<file path="src/rtl/cp0_exc_ctrl_pkg.sv">
// Shared CP0 definitions: register numbers, exception codes, field positions.
package cp0_exc_ctrl_pkg;
  localparam logic [4:0] CP0_SR    = 5'd12;
  localparam logic [4:0] CP0_CAUSE = 5'd13;
  localparam logic [4:0] CP0_EPC   = 5'd14;
  localparam logic [4:0] CP0_PRID  = 5'd15;

  localparam logic [4:0] EXC_INT  = 5'd0;
  localparam logic [4:0] EXC_ADEL = 5'd4;
  localparam logic [4:0] EXC_ADES = 5'd5;
  localparam logic [4:0] EXC_RI   = 5'd10;
  localparam logic [4:0] EXC_OV   = 5'd12;

  localparam int SR_IE_BIT     = 0;
  localparam int SR_EXL_BIT    = 1;
  localparam int SR_IM_LSB     = 10;
  localparam int CAUSE_EXC_LSB = 2;
  localparam int CAUSE_IP_LSB  = 10;
  localparam int CAUSE_BD_BIT  = 31;

  localparam logic [31:0] EXC_VECTOR = 32'h0000_4180;
endpackage

</file>
<file path="src/rtl/cp0_exc_ctrl_irq_arb.sv">
// Combinational interrupt/exception arbitration; interrupts win over sync exceptions.
module cp0_irq_arb
  import cp0_exc_ctrl_pkg::*;
#(
  parameter int HWINT_W = 6
) (
  input  logic [HWINT_W-1:0] hwint,
  input  logic [HWINT_W-1:0] im,
  input  logic               ie,
  input  logic               exl,
  input  logic [4:0]         exc_code_m,
  output logic               int_req,
  output logic               exception,
  output logic [4:0]         exc_code
);
  logic exc_req;

  assign int_req   = (|(hwint & im)) & ie & ~exl;
  assign exc_req   = (exc_code_m != 5'd0) & ~exl;
  assign exception = int_req | exc_req;
  assign exc_code  = int_req ? EXC_INT : exc_code_m;
endmodule

</file>
<file path="src/rtl/cp0_exc_ctrl.sv">
// CP0 exception controller at M: SR/Cause/EPC/PrID, mfc0/mtc0, exception and eret.
module cp0_exc_ctrl
  import cp0_exc_ctrl_pkg::*;
#(
  parameter logic [31:0] PRID    = 32'h0000_2017,
  parameter int          HWINT_W = 6
) (
  input  logic               clk,
  input  logic               reset,
  input  logic [4:0]         rd_addr,
  input  logic [4:0]         wr_addr,
  input  logic [31:0]        wr_data,
  input  logic               we,
  input  logic [31:0]        pc_m,
  input  logic               bd_m,
  input  logic [4:0]         exc_code_m,
  input  logic               eret,
  input  logic [HWINT_W-1:0] hwint,
  output logic [31:0]        rd_data,
  output logic               exception,
  output logic [31:0]        epc_out
);
  logic [HWINT_W-1:0] im, ip;
  logic               exl, ie, bd;
  logic [4:0]         exc_code;
  logic [31:0]        epc;

  logic               int_req;
  logic [4:0]         exc_code_sel;
  logic [31:0]        pc_al, epc_next, wr_al;
  logic               wr_sr, wr_epc;
  logic [31:0]        sr_val, cause_val;

  cp0_irq_arb #(.HWINT_W(HWINT_W)) u_arb (
    .hwint      (hwint),
    .im         (im),
    .ie         (ie),
    .exl        (exl),
    .exc_code_m (exc_code_m),
    .int_req    (int_req),
    .exception  (exception),
    .exc_code   (exc_code_sel)
  );

  assign pc_al    = pc_m & 32'hFFFF_FFFC;
  assign epc_next = bd_m ? pc_al - 32'd4 : pc_al;  // wraps modulo 2^32
  assign wr_al    = wr_data & 32'hFFFF_FFFC;
  assign wr_sr    = we & (wr_addr == CP0_SR);
  assign wr_epc   = we & (wr_addr == CP0_EPC);

  always_ff @(posedge clk) begin
    if (reset) begin
      im       <= '0;
      ip       <= '0;
      exl      <= 1'b0;
      ie       <= 1'b0;
      bd       <= 1'b0;
      exc_code <= '0;
      epc      <= '0;
    end else begin
      ip <= hwint;
      if (exception) begin
        exl      <= 1'b1;
        exc_code <= exc_code_sel;
        bd       <= bd_m;
        epc      <= epc_next;
      end else begin
        if (wr_sr) begin
          im  <= wr_data[SR_IM_LSB +: HWINT_W];
          exl <= wr_data[SR_EXL_BIT];
          ie  <= wr_data[SR_IE_BIT];
        end
        if (wr_epc) epc <= wr_al;
        // eret after a same-cycle SR write still leaves EXL clear
        if (eret) exl <= 1'b0;
      end
    end
  end

  always_comb begin
    sr_val                          = '0;
    sr_val[SR_IM_LSB +: HWINT_W]    = im;
    sr_val[SR_EXL_BIT]              = exl;
    sr_val[SR_IE_BIT]               = ie;
    cause_val                       = '0;
    cause_val[CAUSE_BD_BIT]         = bd;
    cause_val[CAUSE_IP_LSB +: HWINT_W] = ip;
    cause_val[CAUSE_EXC_LSB +: 5]   = exc_code;
    case (rd_addr)
      CP0_SR:    rd_data = sr_val;
      CP0_CAUSE: rd_data = cause_val;
      CP0_EPC:   rd_data = epc;
      CP0_PRID:  rd_data = PRID;
      default:   rd_data = '0;
    endcase
  end

  assign epc_out = (wr_epc & ~exception) ? wr_al : epc;
endmodule

</file>
<file path="config.mk">
export PLATFORM = sky130hd
export DESIGN_NAME = cp0_exc_ctrl
export DESIGN_NICKNAME = d
export VERILOG_FILES = /design/src/rtl/cp0_exc_ctrl_pkg.sv /design/src/rtl/cp0_exc_ctrl_irq_arb.sv /design/src/rtl/cp0_exc_ctrl.sv
export SDC_FILE = /design/constraint.sdc
export NUM_CORES = 1
export LEC_CHECK = 0
export CAP_MARGIN = 20
export CORE_MARGIN = 5
export CORE_UTILIZATION = 32
export DETAILED_ROUTE_END_ITERATION = 10
export PLACE_DENSITY_LB_ADDON = 0.3
export RECOVER_POWER = 100
export SLEW_MARGIN = 20
export SYNTH_ARGS = -nofsm -noshare
export SYNTH_HDL_FRONTEND = slang
export SYNTH_SLANG_ARGS = --single-unit
</file>
<file path="constraint.sdc">
create_clock -name clk -period 3.15 [get_ports clk]
set_input_delay 0.63 -clock clk [delete_from_list [all_inputs] [get_ports clk]]
set_output_delay 0.63 -clock clk [all_outputs]
set_load 0.01 [all_outputs]
</file>
==> impl_metrics.ini <==
[logic_synthesis]
mappedNetlistArea_um2 = 3810
syn_area_per_cell_um2 = 8.65
yosysWarnings = 0
postSynth.asyncResetShare_pct = 0
synth_top_area_share_pct = 26.3
ys_seq_area_share_pct = 26.3
ys.flop_type = dfxtp_1
synth_edf_count = 0
synthTopCellsByArea = dfxtp_1, mux2_2, mux2i_1
synthDistinctLibCells = 63
synth_seq_cells = 50
syn_inst = 440
synth_top_cell_by_area = dfxtp_1

[floorplanning]
ios = 155
dieArea_um2 = 14200
num_rows = 39
start_util_pct = 33.1
chipWidth_um = 119
coreArea_um2 = 11500
die-height_um = 119

[clock_network]
hold_buffers = 0
ctsHtreeMaxLevel = 2
clockRootBuffer = clkbuf_16
cts_tree = built
cts.sink_count = 50
clkTransAtPathRegs_ns = 0.07
cts_buffer_depth = 2
clkLatencyLatePin_ns = 0.29
cts_buffers = 5

[detailed_routing]
ant_nets = 0
vias = 4400
first_iter_violations = 350
wl_um = 15200
wl_per_cell_um = 20.0
drtPass1Iterations = 5
routed_via_density = 5.81
drc = 0

[sta]
finClkSkew_ns = 0.00559
drv_slew = 0
setup_violations = 0
slew_headroom_pct = 4.73
tightest_slew_ns = 1.43
rsz0062_at_grt = no
fin_ws_ns = 0.0610
finalHoldViolCount = 0
period_share_pct = 98.1
period_needed_ns = 3.09
fmax_ghz = 0.324
hold_ws_ns = 0.496

[job]
cap_viol_max_count = 0

[critical_path]
startpoint_type = input port
worstSetupEndpointType = output pin
cp_data_arrival_time_ns = 2.46
path_max_fanout = 18
critical_path_class = in -> out
cp.required_ns = 2.52
reg2reg_slack_ns = 0.46

[placement]
io_buffers = 150
place_area_um2 = 5600
gp_congestion = 0.883
post-place-ws_ns = -0.631
post-dp-hpwl_um = 11000

[final_layout]
antenna_cells = 0
final_common_cell = clkdlybuf4s50_1
drive_above_1_share_pct = 22.0
syn_to_final_growth_pct = 56.2
final_nets = 704
post-route-util_pct = 51.6
fin_area_um2 = 5950
mostFrequentLayoutCells = clkdlybuf4s50_1, dfxtp_1, buf_4

[status]
status = finished clean

[global_route]
grt_max_degree = 54
grt_pass1_wl_um = 24200
grt_pass1_vias = 4349
grt-ovfl-total = 0
grtUsageTotal_pct = 20.7
antenna_found_initial = 0

[power]
vdd_drop_max_v = 0.000246
leakage_nw = 2.19
power.density_nw_per_um2 = 313
finalPower_mw = 1.86

[hold_path]
hold_class = reg -> reg
final timing paths:
path,start,endpoint,cells after the start
setup / recovery,rd_addr[0],rd_data[7],6
setup reg to reg,exl,epc[6],15
hold reg to reg,ie,ie,2
hold / removal,ie,ie,2
area by class of cell:
class / count / area [µm²]
Clock buffer: 8 / 166
Fill cell: 1090 / 5570
Inverter: 5 / 18.8
Multi-Input combinational cell: 348 / 2730
Sequential cell: 50 / 1000
Tap cell: 143 / 179
Timing Repair Buffer: 203 / 1850
logic make-up after synthesis:
kind of cell    count (synthesis)  synth area share [%]
fa+ha+maj                       1                 0.329
xor+xnor                        7                  1.61
mux                            54                  15.2
buf+inv                        43                  4.67
compound gates                134                  27.4
simple gates                  150                  24.4
flops                          50                  26.3
other cells                     1                0.0985
synth_stat cells, types with 2 or more instances:
cell,count
nand2_1,11
nor3_2,2
buf_2,7
nor3_1,9
nor2b_1,9
nand4b_1,5
nor4_1,3
a31oi_1,3
nor2_1,25
or4_1,18
o21ai_0,6
and2_1,19
xnor2_1,2
o31a_1,21
mux2i_1,24
a311oi_1,14
dfxtp_1,50
nand3_1,3
nand2b_1,16
clkbuf_1,28
o21a_1,2
a41o_1,3
o31ai_1,17
mux2_2,30
a21oi_1,14
or3_1,11
nand4_1,6
a2111oi_0,19
buf_4,2
inv_1,3
a211oi_1,16
a22oi_1,7
xor2_1,5
critical path, cell delays in order:
cell and delay, ns:
clkdlybuf4s50_1 0.47, nand2b_1 0.20, nor2_1 0.14, buf_4 0.25, and2_1 0.15, dlygate4sd3_1 0.61
flip-flops by register name (all words and copies together), names as in the netlist:
register and cells:
exc_code 5, bd 1, im 6, ip 6, ie 1, epc 30, exl 1
power breakdown:
part | switching, mW | internal [mW] | total [mW]
Combinational | 0.253 | 0.300 | 0.552
Clock | 0.231 | 0.360 | 0.591
Sequential | 0.0398 | 0.680 | 0.720
Total | 0.523 | 1.34 | 1.86
layer usage:
layer  routed length (µm)  GRT usage (%)  part of all wire, %  vias up
li1                     -              -                    -     2088
met1                 6730           27.4                   44     2104
met2                 7190           34.4                   47      179
met3                  904           3.55                  6.0       29
met4                  344           6.01                  2.3        0
met5                    0              0                    0        -
timing repair:
| item | CTS | global route |
|---|---|---|
| endpoints found under the setup margin | 31 | 30 |
| buffers inserted | 17 | 2 |
| pin swaps | 4 | 6 |
| cloned | 4 | 0 |
| resized for setup | 187 | 7 |
per-stage QoR:
stage,TNS (ns),cells
global placement,-16.65,728
detailed placement,-18.40,728
global route,0,757
floorplan,0,441
finish,0,757
CTS,0,756
(Power assumes the default switching activity.)
